[config.mk]
export PLATFORM = sky130hd
export DESIGN_NAME = bus_endpoint_fifo_flat
export DESIGN_NICKNAME = d
export VERILOG_FILES = /design/src/rtl/bus_pkg.sv /design/src/rtl/bus_endpoint_fifo_if.sv /design/src/rtl/bus_endpoint_fifo_pckg_fifo.sv /design/src/rtl/bus_endpoint_fifo.sv /design/src/flat_wrapper.sv
export SDC_FILE = /design/constraint.sdc
export NUM_CORES = 1
export LEC_CHECK = 0
export CAP_MARGIN = 20
export CORE_MARGIN = 2
export CORE_UTILIZATION = 55
export CTS_CLUSTER_DIAMETER = 60
export DETAILED_ROUTE_END_ITERATION = 6
export PLACE_DENSITY_LB_ADDON = 0.3
export SYNTH_ARGS = -nofsm -noshare
export SYNTH_HDL_FRONTEND = slang
export SYNTH_HIERARCHICAL = 1
export SYNTH_SLANG_ARGS = --single-unit
[constraint.sdc]
create_clock -name clk -period 3.35 [get_ports clk]
set_input_delay 1.005 -clock clk [delete_from_list [all_inputs] [get_ports clk]]
set_output_delay 1.005 -clock clk [all_outputs]
set_load 0.005 [all_outputs]
[src/rtl/bus_pkg.sv]
// Shared definitions for the bus endpoint: destination field layout,
// broadcast address and occupancy counter type.
package bus_pkg;

    localparam int unsigned DST_W         = 8;
    localparam logic [DST_W-1:0] BCAST_DEFAULT = 8'hFF;
    localparam int unsigned PKT_MAX       = 64;
    localparam int unsigned DEPTH_DEFAULT = 8;

    typedef logic [$clog2(DEPTH_DEFAULT):0] cnt_t;

    // Destination ID lives in the top DST_W bits of a pkt_w-bit packet;
    // the packet is passed zero-extended to PKT_MAX bits.
    function automatic logic [DST_W-1:0] dst_of(input logic [PKT_MAX-1:0] pkt,
                                                input int unsigned     pkt_w);
        logic [PKT_MAX-1:0] shifted;
        shifted = pkt >> (pkt_w - DST_W);
        return shifted[DST_W-1:0];
    endfunction

endpackage

[src/rtl/bus_endpoint_fifo_if.sv]
// Bus-side handshake between the arbiter (master) and one endpoint (slave).
interface bus_endpoint_fifo_if #(
    parameter int unsigned pckg_sz = 16
);
    logic               pndng;
    logic [pckg_sz-1:0] D_pop;
    logic               pop;
    logic               push;
    logic [pckg_sz-1:0] D_push;

    modport master (input pndng, D_pop, output pop, push, D_push);
    modport slave  (output pndng, D_pop, input pop, push, D_push);
endinterface

[src/rtl/bus_endpoint_fifo_pckg_fifo.sv]
// Circular-buffer packet queue with first-word fall-through output,
// separate occupancy counter, and drop/underflow event pulses.
module pckg_fifo #(
    parameter int unsigned pckg_sz = 16,
    parameter int unsigned depth   = 8
) (
    input  logic                   clk,
    input  logic                   reset,
    input  logic                   wr,
    input  logic [pckg_sz-1:0]     din,
    input  logic                   rd,
    output logic [pckg_sz-1:0]     dout,
    output logic                   full,
    output logic                   empty,
    output logic [$clog2(depth):0] count,
    output logic                   ovf_pulse,
    output logic                   unf_pulse
);
    localparam int unsigned PTR_W = $clog2(depth);

    logic [pckg_sz-1:0] mem [depth];
    logic [PTR_W-1:0]   wr_ptr;
    logic [PTR_W-1:0]   rd_ptr;
    logic               do_rd;
    logic               do_wr;

    // A pop frees a slot in the same cycle, so a full queue still takes a
    // push when it is also being read; a read on empty never frees one.
    always_comb begin
        full      = (count == (PTR_W+1)'(depth));
        empty     = (count == '0);
        do_rd     = rd && !empty;
        do_wr     = wr && (!full || do_rd);
        ovf_pulse = wr && !do_wr;
        unf_pulse = rd && empty;
        dout      = empty ? '0 : mem[rd_ptr];
    end

    // Pointers wrap naturally at depth (power of two); count tracks occupancy.
    always_ff @(posedge clk or posedge reset) begin
        if (reset) begin
            wr_ptr <= '0;
            rd_ptr <= '0;
            count  <= '0;
        end else begin
            if (do_wr) wr_ptr <= wr_ptr + 1'b1;
            if (do_rd) rd_ptr <= rd_ptr + 1'b1;
            if (do_wr && !do_rd)      count <= count + 1'b1;
            else if (do_rd && !do_wr) count <= count - 1'b1;
        end
    end

    // Storage array; contents are don't-care while not covered by count.
    always_ff @(posedge clk) begin
        if (do_wr) mem[wr_ptr] <= din;
    end

endmodule

[src/rtl/bus_endpoint_fifo.sv]
// Bus endpoint: TX queue drained by the arbiter, RX queue filled from the
// bus through a destination filter, plus sticky error flags.
module bus_endpoint_fifo
    import bus_pkg::*;
#(
    parameter int unsigned      pckg_sz   = 16,
    parameter int unsigned      depth     = 8,
    parameter logic [DST_W-1:0] id        = 8'd0,
    parameter logic [DST_W-1:0] broadcast = BCAST_DEFAULT
) (
    input  logic                    clk,
    input  logic                    reset,
    bus_endpoint_fifo_if.slave      bus,
    input  logic                    dev_push,
    input  logic [pckg_sz-1:0]      dev_din,
    output logic                    tx_full,
    output logic [$clog2(depth):0]  tx_count,
    input  logic                    dev_pop,
    output logic [pckg_sz-1:0]      dev_dout,
    output logic                    rx_empty,
    output logic [$clog2(depth):0]  rx_count,
    output logic                    tx_ovf,
    output logic                    rx_ovf,
    output logic                    pop_unf,
    output logic [7:0]              misroute_cnt,
    input  logic                    clr_err
);
    logic             tx_empty;
    logic             tx_ovf_p;
    logic             tx_unf_p;
    logic             rx_full;
    logic             rx_ovf_p;
    logic             rx_unf_unused;
    logic [DST_W-1:0] dst;
    logic             accept;
    logic             misroute;

    pckg_fifo #(.pckg_sz(pckg_sz), .depth(depth)) u_tx (
        .clk       (clk),
        .reset     (reset),
        .wr        (dev_push),
        .din       (dev_din),
        .rd        (bus.pop),
        .dout      (bus.D_pop),
        .full      (tx_full),
        .empty     (tx_empty),
        .count     (tx_count),
        .ovf_pulse (tx_ovf_p),
        .unf_pulse (tx_unf_p)
    );

    pckg_fifo #(.pckg_sz(pckg_sz), .depth(depth)) u_rx (
        .clk       (clk),
        .reset     (reset),
        .wr        (accept),
        .din       (bus.D_push),
        .rd        (dev_pop),
        .dout      (dev_dout),
        .full      (rx_full),
        .empty     (rx_empty),
        .count     (rx_count),
        .ovf_pulse (rx_ovf_p),
        .unf_pulse (rx_unf_unused)
    );

    // Destination filter: keep packets addressed to us or to broadcast.
    always_comb begin
        dst       = dst_of(PKT_MAX'(bus.D_push), pckg_sz);
        accept    = bus.push && ((dst == id) || (dst == broadcast));
        misroute  = bus.push && !accept;
        bus.pndng = !tx_empty;
    end

    // Sticky flags and saturating misroute counter; clear wins over set.
    always_ff @(posedge clk or posedge reset) begin
        if (reset) begin
            tx_ovf       <= 1'b0;
            rx_ovf       <= 1'b0;
            pop_unf      <= 1'b0;
            misroute_cnt <= '0;
        end else if (clr_err) begin
            tx_ovf       <= 1'b0;
            rx_ovf       <= 1'b0;
            pop_unf      <= 1'b0;
            misroute_cnt <= '0;
        end else begin
            tx_ovf  <= tx_ovf  | tx_ovf_p;
            rx_ovf  <= rx_ovf  | rx_ovf_p;
            pop_unf <= pop_unf | tx_unf_p;
            if (misroute && (misroute_cnt != '1)) misroute_cnt <= misroute_cnt + 8'd1;
        end
    end

endmodule

[src/flat_wrapper.sv]
// flat-port wrapper written by rule: the top's interface ports become plain ports
module bus_endpoint_fifo_flat import bus_pkg::*;
#(
    parameter int unsigned      pckg_sz   = 16,
    parameter int unsigned      depth     = 8,
    parameter logic [DST_W-1:0] id        = 8'd0,
    parameter logic [DST_W-1:0] broadcast = BCAST_DEFAULT
)
  (clk, reset, dev_push, dev_din, tx_full, tx_count, dev_pop, dev_dout, rx_empty, rx_count, tx_ovf, rx_ovf, pop_unf, misroute_cnt, clr_err, bus_pndng, bus_D_pop, bus_pop, bus_push, bus_D_push);
  bus_endpoint_fifo_if #(.pckg_sz(pckg_sz)) bus_i ();
  input  logic clk;
  input  logic reset;
  input  logic dev_push;
  input  logic [pckg_sz-1:0] dev_din;
  output logic tx_full;
  output logic [$clog2(depth):0] tx_count;
  input  logic dev_pop;
  output logic [pckg_sz-1:0] dev_dout;
  output logic rx_empty;
  output logic [$clog2(depth):0] rx_count;
  output logic tx_ovf;
  output logic rx_ovf;
  output logic pop_unf;
  output logic [7:0] misroute_cnt;
  input  logic clr_err;
  output wire logic [$bits(bus_i.pndng)-1:0] bus_pndng;
  output wire logic [$bits(bus_i.D_pop)-1:0] bus_D_pop;
  input wire logic [$bits(bus_i.pop)-1:0] bus_pop;
  input wire logic [$bits(bus_i.push)-1:0] bus_push;
  input wire logic [$bits(bus_i.D_push)-1:0] bus_D_push;
  assign bus_pndng = bus_i.pndng;
  assign bus_D_pop = bus_i.D_pop;
  assign bus_i.pop = bus_pop;
  assign bus_i.push = bus_push;
  assign bus_i.D_push = bus_D_push;
  bus_endpoint_fifo #(.pckg_sz(pckg_sz), .depth(depth), .id(id), .broadcast(broadcast)) u_core (.clk(clk), .reset(reset), .bus(bus_i), .dev_push(dev_push), .dev_din(dev_din), .tx_full(tx_full), .tx_count(tx_count), .dev_pop(dev_pop), .dev_dout(dev_dout), .rx_empty(rx_empty), .rx_count(rx_count), .tx_ovf(tx_ovf), .rx_ovf(rx_ovf), .pop_unf(pop_unf), .misroute_cnt(misroute_cnt), .clr_err(clr_err));
endmodule
After elaboration in Yosys (flattened, before gate mapping)
Memories as Yosys holds them, arrays and structs flattened.
Index checks and enable logic that the tools add are counted.
{"block": "totals", "n_memories": 2, "regBits": 31, "output_inout_bits": 54, "mem_bits_rw": 256}
{"block": "op_classes", "n_addsub": 9, "reduce_logical": 32, "n_eq_ne": 4, "bitwise_logic": 3, "mux": 15}
{"memory": "u_core.u_rx.mem", "depth": 8, "width": 16, "read_ports": 1, "rd_clocked_by_memory_dff": 0, "wr": 1, "line_no": "bus_endpoint_fifo_pckg_fifo.sv:21", "source": "logic [pckg_sz-1:0] mem [depth];"}
{"memory": "u_core.u_tx.mem", "depth": 8, "width": 16, "read_ports": 1, "rd_clocked_by_memory_dff": 0, "wr": 1, "line_no": "bus_endpoint_fifo_pckg_fifo.sv:21"}
{"cell": "16-bit two-way mux", "count": 2}
{"cell": "4-bit two-way mux", "count": 4}
{"cell": "8-bit two-way mux", "count": 2}
{"cell": "1-bit logical AND", "count": 14}
{"cell": "3-bit by 1-bit adder with 3-bit output (second input constant)", "count": 4}
{"cell": "1-bit zero test", "count": 9}
{"cell": "4-bit by 1-bit adder with 4-bit output (second input constant)", "count": 2}
{"cell": "8-bit by 1-bit adder with 8-bit output (second input constant)", "count": 1}
{"cell": "4-bit == test (second input constant)", "count": 2}
{"cell": "8-bit == test (second input constant)", "count": 1}
{"cell": "4-bit zero test", "count": 2}
{"cell": "8-bit zero test", "count": 1}
{"cell": "8-bit != test (second input constant)", "count": 1}
{"cell": "4-bit by 1-bit subtractor with 4-bit output (second input constant)", "count": 2}
{"cell": "1-bit two-way mux", "count": 7}
{"cell": "2-bit nonzero test", "count": 3}
{"cell": "1-bit logical OR", "count": 3}
{"cell": "1-bit bitwise OR", "count": 3}

Longest topological paths before layout
{"block": "logic_depth", "ltp_word": 9, "mapped_depth": 12}

Hierarchy
Netlist, hierarchy kept.
{"mod": "pckg_fifo", "n_inst": 2, "area_per_inst_um2": 5474.0, "cells_per_inst": 256}
{"mod": "bus_endpoint_fifo", "n_inst": 1, "area_per_inst_um2": 760.7, "cells_per_inst": 70}

Worst setup path before layout
Ideal clock, no wire load.
{"block": "synth_path", "path_type": "in2reg", "startpoint": "in bus_D_push[12]", "endpoint": "mem u_core.u_rx.mem[0][0], enable pin", "path_stages": 6, "t_required_ns": 2.920, "path_buffers": 1, "arrival_ns": 3.686, "setup_slack_ns": -0.766, "path_cell_list": "or4_4 nor2_4 buf_8 o21a_1 o21ai_4 nor4_1"}
{"block": "synth_between", "elab_chain_cells": 6, "elab_cells_between_ends": 7}
{"item": "start, declared", "line_no": "flat_wrapper.sv:30", "source": "input wire logic [$bits(bus_i.D_push)-1:0] bus_D_push;"}
{"item": "8-bit == test or 8-bit zero test (tied branches)", "line_no": "bus_endpoint_fifo.sv:69", "source": "accept = bus.push && ((dst == id) || (dst == broadcast));"}
{"item": "1-bit logical OR (*)", "line_no": "bus_endpoint_fifo.sv:69"}
{"item": "1-bit logical AND (*)", "line_no": "bus_endpoint_fifo.sv:69"}
{"item": "net u_core.accept", "line_no": "bus_endpoint_fifo.sv:35", "source": "logic accept;"}
{"item": "1-bit logical AND (*)", "line_no": "bus_endpoint_fifo_pckg_fifo.sv:33", "source": "do_wr = wr && (!full || do_rd);"}
{"item": "1-bit two-way mux (*)", "line_no": "bus_endpoint_fifo_pckg_fifo.sv:55", "source": "if (do_wr) mem[wr_ptr] <= din;"}
{"item": "1-bit two-way mux (implied by the code) (*)", "line_no": "bus_endpoint_fifo_pckg_fifo.sv:55"}
{"item": "end, declared", "line_no": "bus_endpoint_fifo_pckg_fifo.sv:21"}
Mark *: on every way through the listed nets, which the timed path passes. The rest lies on a longest branch.

Worst setup path in the final report
{"block": "layout_path", "startpoint": "reg u_core.u_tx.count[2]", "endpoint": "out bus_D_pop[8]"}
{"block": "layout_between", "elab_chain_cells": 2}
{"item": "start, declared", "line_no": "bus_endpoint_fifo_pckg_fifo.sv:15", "source": "output logic [$clog2(depth):0] count,"}
{"item": "start signal, assigned", "line_no": "bus_endpoint_fifo_pckg_fifo.sv:48", "source": "if (do_wr && !do_rd) count <= count + 1'b1;"}
{"item": "start signal, assigned", "line_no": "bus_endpoint_fifo_pckg_fifo.sv:49", "source": "else if (do_rd && !do_wr) count <= count - 1'b1;"}
{"item": "4-bit zero test", "line_no": "bus_endpoint_fifo_pckg_fifo.sv:31", "source": "empty = (count == '0);"}
{"item": "net u_core.tx_empty", "line_no": "bus_endpoint_fifo.sv:28", "source": "logic tx_empty;"}
{"item": "16-bit two-way mux", "line_no": "bus_endpoint_fifo_pckg_fifo.sv:36", "source": "dout = empty ? '0 : mem[rd_ptr];"}
{"item": "end, declared", "line_no": "flat_wrapper.sv:27", "source": "output wire logic [$bits(bus_i.D_pop)-1:0] bus_D_pop;"}
The timed path passes the listed nets, and every way through them passes these cells.

==> impl_results.md <==
* Status: finished, violations left
* Failing checks: negative setup slack
* Final number of setup-violating endpoints at 5
* Routed via count at 6259
* Seq pwr share at 0.378
* Setup Skew at 0.0206 ns
* Post-Synthesis Cells at 580
* Switch share at 0.286
* PortBufs at 92
* Worst hold path startpoint: u_core/pop_unf
* Multi-input logic area at 0.00314 mm^2
* Routed wl met3 at 1860 um
* Placer Congestion at 0.801
* P&R area growth vs syn at 25.0%
* Core footprint at 0.0210 mm^2
* Comb pwr share at 0.375
* Arrival time worst endpoint at 2.39 ns
* Critical Path RT at 2.34 ns
* Total chip power at 0.0119 W
* Clock network power share at 0.248
* Die Y at 150 um
* Root buffer cell: clkbuf_16
* Hold crit path type: reg2reg
* Area occupied by registers at 0.00847 mm^2
* Worst R2R End: u_core/u_tx/count[3]
* Final net count at 805
* Final hold vios at 0
* Clk sink count at 287
* Placed cell areas at 0.0133 mm^2
* Post-DRT Antenna Nets at 0
* Maximum clock path buffer count at 3
* Grt ovf at 0
* DRC Markers at 0
* Crit path capture: bus_D_pop[8]
* Crit Path Category: reg2out
* R2r worst-path depth at 12
* Int Power at 0.00848 W
* Die Area at 0.0225 mm^2
* Initial antenna violation count at 0
* DR vias/cell at 5.97
* Per-cell routed wire length at 24.2 um
* Io pins at 93
* Leakage power total at 5.06 nW
* CP max FO at 4
* Switching power at 0.00341 W
* Antenna Cells at 0
* First-pass GRT wire length at 38300 um
* Worst r2r src: u_core/u_tx/count[1]
* Max VDD drop at 0.400 mV
* Max Slew Vio Count at 0
* Final WS setup at -0.0414 ns
* Worst-Skew Late Latency at 0.53 ns
* Met1 WL at 10200 um
* Net Count, Synth at 632
* CTS tree: done
* Headroom to the max-slew limit at 0.605
* Max Used Layer: met4
* Layout cells sized above 1 at 0.344
* Syn_area_per_cell at 20.2 um^2
* Period utilisation layout at 1.01
* Hold Buf Count CTS at 0
* Worst Setup End Kind: output port
* Flop-to-flop setup slack at 0.39 ns
* Initial Utilization at 0.558
* Fin area at 0.0146 mm^2
* Worst Setup SP: u_core/u_tx/count[2]
* Min cycle time layout at 3.39 ns
* Clock slew at reported path FFs at 0.06 ns
* Peak Freq at 295 MHz
* CP startpoint kind: flop
* Dpl hpwl at 13700 um
* Num CTS Buffers at 27
* Least-Margin Pin Slew at 0.591 ns
* Largest net degree at the start of global routing at 35
* Vias in the first global route at 6557
* Global Route Usage Sum at 0.230
* Row count at 53
* Met2 Wirelength at 12700 um
* Setup_tns at -0.155 ns
* Routed WL at 25400 um
* Utilization after layout at 0.698
* RSZ-0062 raised after global routing: true
* TritonRoute pass-1 iters at 5
* Die W at 150 um
* Mapped Area at 0.0117 mm^2
* Synth warn at 6
* PwrDens at 813 mW/mm^2
* Max_cap viols at 0
* Htree depth at 1
* DR iter-0 viols at 558
* Fill cells at 1330
## state kept, by name, summed over array words and instances, names as in the netlist
register,cells
u_core/u_rx/mem,128
u_core/u_tx/mem,128
u_core/misroute_cnt,8
u_core/u_rx/count,4
u_core/u_tx/count,4
u_core/u_rx/rd_ptr,3
u_core/u_rx/wr_ptr,3
u_core/u_tx/rd_ptr,3
u_core/u_tx/wr_ptr,3
u_core/pop_unf,1
u_core/rx_ovf,1
u_core/tx_ovf,1
## per-stage QoR
step                instances  hold slack, ns  setup slack [ns]
finish                   1048           0.542           -0.0414
global route             1048           0.545           -0.0957
CTS                      1040           0.517           -0.0611
detailed placement        963           0.493            -0.479
global placement          963           0.483            -0.419
floorplan                 580           0.467            -0.283
## power by group through the flow
stage,Clock (W),Combinational (W),Sequential (W)
floorplan,0,0.00234,0.00449
global placement,0,0.00379,0.00451
detailed placement,0,0.00388,0.00455
CTS,0.00297,0.00427,0.00448
global route,0.00313,0.00475,0.00452
finish,0.00294,0.00445,0.00449
## how the worst min path moves through the flow
stage	depth (start not counted)	end	slack, ns
3_3_place_gp	1	u_core/u_tx/rd_ptr[2]	0.48
6_report	2	u_core/pop_unf	0.54
3_5_place_dp	1	u_core/u_tx/rd_ptr[2]	0.49
4_1_cts	1	u_core/u_rx/rd_ptr[2]	0.52
2_1_floorplan	1	u_core/u_rx/rd_ptr[2]	0.47
5_1_grt	2	u_core/pop_unf	0.55
## cells in the final DEF, fill, tap and decap left out, types with 4 or more instances in the layout
cell type and n:
a22o_2 13, edfxtp_1 256, and2_4 4, mux2_2 6, clkbuf_16 27, nor2_1 21
buf_6 13, nand4_1 4, buf_4 52, clkdlybuf4s15_1 12, o211ai_1 4, nand3_1 7
buf_16 4, ha_1 9, clkbuf_2 8, clkdlybuf4s50_1 58, nand3b_1 4, clkinv_1 6
a22o_1 17, or4_4 4, or3_1 6, a21oi_1 4, dlygate4sd2_1 6, dfrtp_1 28
inv_1 9, xnor2_1 12, buf_12 14, nor3_2 8, nand2b_1 4, mux2_4 6
nand2_1 6, clkbuf_1 9, mux4_2 64
## final cells by class
| cell class | instances | share of cell area |
|---|---|---|
| Inverter | 12 | 0.00342 |
| Clock buffer | 36 | 0.0485 |
| Timing Repair Buffer | 173 | 0.121 |
| Clock inverter | 13 | 0.00941 |
| Sequential cell | 287 | 0.579 |
| Tap cell | 275 | 0.0235 |
| Multi-Input combinational cell | 252 | 0.214 |
## metal layers
layer | up-vias | GRT usage
met5 | - | 0
met4 | 0 | 0.0642
met3 | 36 | 0.0348
met2 | 255 | 0.374
met1 | 3229 | 0.332
li1 | 2739 | -
## what timing repair did
| item | CTS | global route |
|---|---|---|
| setup endpoints to repair | 32 | 25 |
| pin swaps | 4 | 7 |
| gates resized for setup | 79 | 37 |
| cloned | 6 | 2 |
| setup buffers | 22 | 6 |
## worst max-delay path: stages (launching register included)
cell     delay, ns
dfrtp_1       0.39
or4_4         0.60
inv_4         0.10
nor2_4        0.05
buf_6         0.14
buf_6         0.11
buf_6         0.11
a22o_1        0.21
buf_2         0.14
No activity file was read; power rests on OpenSTA's default activity.
